==> src/rtl/alu_issue_unit.sv <==
// Issue/retire stage around the combinational 32-bit ALU: registers one op per handshake,
// captures result and flags after one execute cycle, and holds the result for writeback.
module alu_issue_unit #(
    parameter int          DATA_W      = 32,
    parameter int          RD_W        = 5,
    parameter logic [7:0]  FLAGS_RESET = 8'h00
) (
    input  logic              clk,
    input  logic              rst,
    input  logic              flush,
    input  logic              req_valid,
    output logic              req_ready,
    input  logic [5:0]        req_op,
    input  logic [DATA_W-1:0] req_a,
    input  logic [DATA_W-1:0] req_b,
    input  logic [15:0]       req_imm,
    input  logic              req_use_imm,
    input  logic [RD_W-1:0]   req_rd,
    output logic [DATA_W-1:0] alu_a,
    output logic [DATA_W-1:0] alu_b,
    output logic [5:0]        alu_op,
    output logic [7:0]        alu_flags_in,
    input  logic [DATA_W-1:0] alu_result,
    input  logic [7:0]        alu_flags_out,
    output logic              wb_valid,
    input  logic              wb_ready,
    output logic              wb_we,
    output logic [RD_W-1:0]   wb_rd,
    output logic [DATA_W-1:0] wb_data,
    output logic              illegal_op,
    output logic [7:0]        flags_q,
    output logic [31:0]       ops_retired,
    output logic [1:0]        dbg_state
);

    // Handshakes: a transfer happens on a rising edge where valid and ready are both high.
    // req_ready is combinational (IDLE, or WB with wb_ready) and is forced low by flush;
    // wb_valid is high exactly while in WB and the wb_* payload is stable until wb_ready.

    typedef enum logic [1:0] {
        S_IDLE = 2'd0,
        S_EXEC = 2'd1,
        S_WB   = 2'd2
    } state_t;

    localparam logic [5:0] OP_CMP  = 6'h0B;
    localparam logic [5:0] OP_CMPI = 6'h0F;

    state_t              state_q, state_d;
    logic [DATA_W-1:0]   alu_a_q, alu_a_d;
    logic [DATA_W-1:0]   alu_b_q, alu_b_d;
    logic [5:0]          alu_op_q, alu_op_d;
    logic [RD_W-1:0]     rd_q, rd_d;
    logic                wb_we_q, wb_we_d;
    logic [RD_W-1:0]     wb_rd_q, wb_rd_d;
    logic [DATA_W-1:0]   wb_data_q, wb_data_d;
    logic                illegal_q, illegal_d;
    logic [7:0]          flags_d;
    logic [7:0]          flags_r;
    logic [31:0]         retired_q, retired_d;
    logic                req_ready_c;
    logic                op_illegal;
    logic                op_no_write;
    logic [DATA_W-1:0]   b_mux;

    assign op_illegal  = (alu_op_q[5:4] != 2'b00);
    assign op_no_write = op_illegal || (alu_op_q == OP_CMP) || (alu_op_q == OP_CMPI);
    assign b_mux       = req_use_imm ? {{(DATA_W-16){req_imm[15]}}, req_imm} : req_b;

    always_comb begin
        state_d     = state_q;
        alu_a_d     = alu_a_q;
        alu_b_d     = alu_b_q;
        alu_op_d    = alu_op_q;
        rd_d        = rd_q;
        wb_we_d     = wb_we_q;
        wb_rd_d     = wb_rd_q;
        wb_data_d   = wb_data_q;
        illegal_d   = 1'b0;
        flags_d     = flags_r;
        retired_d   = retired_q;
        req_ready_c = 1'b0;

        case (state_q)
            S_IDLE: begin
                req_ready_c = !flush;
                if (req_valid && !flush) begin
                    state_d = S_EXEC;
                end
            end
            S_EXEC: begin
                if (flush) begin
                    state_d = S_IDLE;
                end else begin
                    wb_data_d = op_illegal ? '0 : alu_result;
                    wb_rd_d   = rd_q;
                    wb_we_d   = !op_no_write;
                    illegal_d = op_illegal;
                    if (!op_illegal) begin
                        flags_d = alu_flags_out;
                    end
                    state_d = S_WB;
                end
            end
            S_WB: begin
                req_ready_c = wb_ready && !flush;
                if (flush) begin
                    state_d = S_IDLE;
                end else if (wb_ready) begin
                    retired_d = retired_q + 32'd1;
                    state_d   = req_valid ? S_EXEC : S_IDLE;
                end
            end
            default: begin
                state_d = S_IDLE;
            end
        endcase

        // A new op is latched on any accepted request, from IDLE or back-to-back from WB.
        if (req_valid && req_ready_c) begin
            alu_a_d  = req_a;
            alu_b_d  = b_mux;
            alu_op_d = req_op;
            rd_d     = req_rd;
        end
    end

    always_ff @(posedge clk) begin
        if (rst) begin
            state_q   <= S_IDLE;
            alu_a_q   <= '0;
            alu_b_q   <= '0;
            alu_op_q  <= '0;
            rd_q      <= '0;
            wb_we_q   <= 1'b0;
            wb_rd_q   <= '0;
            wb_data_q <= '0;
            illegal_q <= 1'b0;
            flags_r   <= FLAGS_RESET;
            retired_q <= '0;
        end else begin
            state_q   <= state_d;
            alu_a_q   <= alu_a_d;
            alu_b_q   <= alu_b_d;
            alu_op_q  <= alu_op_d;
            rd_q      <= rd_d;
            wb_we_q   <= wb_we_d;
            wb_rd_q   <= wb_rd_d;
            wb_data_q <= wb_data_d;
            illegal_q <= illegal_d;
            flags_r   <= flags_d;
            retired_q <= retired_d;
        end
    end

    assign req_ready    = req_ready_c;
    assign alu_a        = alu_a_q;
    assign alu_b        = alu_b_q;
    assign alu_op       = alu_op_q;
    assign alu_flags_in = flags_r;
    assign wb_valid     = (state_q == S_WB);
    assign wb_we        = wb_we_q;
    assign wb_rd        = wb_rd_q;
    assign wb_data      = wb_data_q;
    assign illegal_op   = illegal_q;
    assign flags_q      = flags_r;
    assign ops_retired  = retired_q;
    assign dbg_state    = state_q;

endmodule
==> config.mk <==
export PLATFORM = sky130hd
export DESIGN_NAME = alu_issue_unit
export DESIGN_NICKNAME = d
export VERILOG_FILES = /design/src/rtl/alu_issue_unit.sv
export SDC_FILE = /design/constraint.sdc
export NUM_CORES = 1
export LEC_CHECK = 0
export BUFFER_PORTS_ARGS = -buffer_cell sky130_fd_sc_hd__buf_4
export CAP_MARGIN = 40
export CORE_ASPECT_RATIO = 1.2
export CORE_UTILIZATION = 30
export DETAILED_ROUTE_END_ITERATION = 12
export PLACE_DENSITY = 0.53
export SYNTH_ARGS = -nofsm -noshare
export SYNTH_HDL_FRONTEND = slang
export SYNTH_SLANG_ARGS = --single-unit
==> constraint.sdc <==
create_clock -name clk -period 2.3 [get_ports clk]
set_clock_uncertainty 0.1 [all_clocks]
set_input_delay 0.345 -clock clk [delete_from_list [all_inputs] [get_ports clk]]
set_output_delay 0.345 -clock clk [all_outputs]
set_load 0.01 [all_outputs]
==> impl_results.md <==
* Outcome: completed
* Clk root buf: clkbuf_16
* Synthesized area per cell at 8.648 µm²
* Area share of fa/ha/maj cells after synthesis at 0.2035%
* Layout area overhead at 50.92%
* Antenna violations before repair at 0
* Vias/cell at 4.774
* Compound-gate portion of the synthesized area at 18.32%
* Filler Cell Count at 2040
* # setup viols final at 0
* Critical path startpoint category: flip-flop
* Power per cell area at 706.7 nW/µm²
* Worst Path Arrival at 2.15 ns
* Die width at 132.7 µm
* Endpoints failing hold at 0
* Vias in the first global route at 5605
* Synth Net Count at 849
* WP data required at 2.51 ns
* Yosys cell types at 43
* Dpl cells at 1228
* Gr usage total at 18.56%
* Cell count after synthesis at 711
* Drt drc at 0
* GPL Wtd Cong at 0.7576
* I/O Pins at 298
* Global-route wire length before repair at 30.52 mm
* Worst-margin pin slew at 0.4899 ns
* Overflow after GRT at 0
* Largest family of logic cells by synthesized area: simple AND/OR/NAND/NOR gates
* Post-synth EDFFs at 0
* Share of layout cells above drive strength 1 at 36.02%
* Crit. End Element: flip-flop
* PostCTS Resize Cnt at 0
* Largest net degree at the start of global routing at 47
* Worst min-delay path class: primary input to flip-flop
* Iteration-0 DRC count of the detailed router at 297
* Post-CTS Setup Bufs at 0
* Htree depth at 4
* Max_cap viols at 0
* Period utilisation layout at 84.25%
* DR WL/cell at 15.38 µm
* Largest area contributor in the synthesized netlist: dfxtp_1
* Antenna cells at 0
* Initial core utilization at 30.46%
* Buffers on Ports at 297
* Dominant synthesized flop cell: dfxtp_1
* 1st-pass router iterations at 4
* Unrepaired setup endpoints after global routing: no
* Clock Latency Late Sink at 0.43 ns
* LEAKAGE at 3.950 nW
* Total wire length at 19.37 mm
* Clk slew on worst S/H paths at 0.06 ns
* Share of the synthesized area in the top cell type at 50.79%
* Hold-fix buffers, CTS at 0
* Seq/Total Area, Yosys at 50.79%
* Peak VDD IR at 0.4770 mV
* Xor/xnor cell area share of the yosys netlist at 1.425%
* FF+latch area at 3123 µm²
* Nets at 1120
* Max-slew violations at 0
* Synth Area in Simple Gates at 20.76%
* Maximum root-to-sink buffer count at 2
* DPL Wire Length at 14.01 mm
* Slew HR at 67.34%
* CTS tree: yes
* Fmax at 516.1 MHz
* Minimum clock period after layout at 1.938 ns
* CP max FO at 6
* Multi-input logic area at 2706 µm²
* Mux contribution to synthesized area at 2.788%
* Critical path class: flip-flop to flip-flop
* Num CTS Buffers at 17
* Warnings from Yosys at 0
* TritonCTS sink count at 156
* Final cell count without fillers at 1259
* Asr flop ratio synth at 0%
* Die area at 21070 µm²
* Area contributors post-synth: dfxtp_1 (51%), a21oi_1 (7.7%), nand2_1 (7.3%), nor2_1 (4.9%), a211oi_1 (4.0%)
* FF+latch count, synth at 156
* Die Ht at 158.8 µm
* Rows at 57
* Core ar. at 20180 µm²
* Setup TNS at 0 ns
* Post-synthesis cell area at 6148 µm²
* Number of routed nets with antenna violations at 0
* Vias after detailed routing at 6011
## cells in the mapped netlist, types with 2 or more instances
master    number
and4_1         6
nand3_1       11
nor3_1         2
a22oi_1       33
a21oi_1       94
buf_4          9
and3_1         6
mux2i_1       16
a211oi_1      33
nor2_1        81
or3_1          3
o21ai_0        4
clkbuf_1      38
inv_1          5
or4_1         16
buf_2         11
buf_6          4
o31ai_1       16
nand2_1      120
nand4_1       11
dfxtp_1      156
buf_1          4
xor2_1         9
and2_1         4
## routing by layer
metal | part of all wire [%] | up-vias | GRT usage [%] | routed length (µm)
met3 | 7.2 | 14 | 6.226 | 1387
met5 | 0 | - | 0 | 0
met4 | 1.1 | 0 | 5.434 | 211
met1 | 40 | 2782 | 21.79 | 7792
li1 | - | 3036 | - | -
met2 | 52 | 179 | 31.79 | 9978
## state kept, by name (all words and copies together), names as in the netlist
signal        count
illegal_op        1
rd_q              5
alu_op            6
ops_retired      32
wb_we             1
wb_data          32
dbg_state         2
alu_flags_in      8
wb_rd             5
alu_a            32
alu_b            32
## worst max-delay path: stages, from the launching register on
cell,delay (ns)
dfxtp_1,0.40
and4_1,0.43
nand2_1,0.20
nor4_1,0.35
mux2_1,0.35
## stage by stage
stage                     utilization, %  worst slack, ns  area (µm²)  total power, mW  hold WS [ns]
after floorplan                        -           0.3823        6148            3.178        0.3243
after global placement             42.86           0.3356        8650            3.592        0.3433
after detailed placement           42.86           0.3256        8650            3.594        0.3470
after CTS                          45.97           0.3668        9279            6.660      0.009694
after global routing               45.97           0.1781        9279            6.841       0.01658
final                              45.97           0.3623        9279            6.558       0.02070
## placed cells by master, fill, tap and decap left out, types with 2 or more instances in the layout
| cell type | instances |
|---|---|
| a211oi_1 | 33 |
| a21oi_1 | 94 |
| a22oi_1 | 33 |
| and2_1 | 4 |
| and3_1 | 6 |
| and4_1 | 6 |
| buf_12 | 6 |
| buf_4 | 312 |
| bufinv_16 | 4 |
| clkbuf_16 | 17 |
| clkinvlp_4 | 4 |
| dfxtp_1 | 156 |
| inv_1 | 5 |
| inv_6 | 3 |
| mux2i_1 | 16 |
| nand2_1 | 120 |
| nand3_1 | 11 |
| nand4_1 | 11 |
| nor2_1 | 81 |
| nor3_1 | 2 |
| o21ai_0 | 4 |
| o31ai_1 | 16 |
| or3_1 | 3 |
| or4_1 | 16 |
| xor2_1 | 9 |
## area by class of cell
| class | count | area share, % |
|---|---|---|
| clock buffer | 18 | 4.733 |
| multi-input combinational | 482 | 29.17 |
| sequential | 156 | 33.66 |
| tap | 265 | 3.573 |
| inverter | 7 | 0.2832 |
| timing repair buffer | 318 | 26.54 |
| clock inverter | 13 | 2.050 |
## cell families (layout without fill, tap and decap cells)
group                    count (synthesis)  count (layout)
multiplexers                            17              17
flip-flops                             156             156
adder cells (fa/ha/maj)                  1               1
XOR/XNOR                                10              10
buffers and inverters                   73             356
AND/OR/NAND/NOR                        272             272
AO/OA/AOI/OAI                          182             182
## report_power, final
part	switching [mW]	internal, mW
Sequential	0.0505	2.79
Combinational	0.315	0.364
Clock	1.19	1.85
Total	1.55	5.01
## final timing paths
kind                       start               to  slack [ns]  cells past startpoint
setup reg to reg  ops_retired[6]  ops_retired[25]        0.36                      4
hold / removal             flush     dbg_state[1]        0.02                      2
setup / recovery  ops_retired[6]  ops_retired[25]        0.36                      4
hold reg to reg         alu_a[7]         alu_a[7]        0.35                      2
Power figures use the tool's default switching activity.
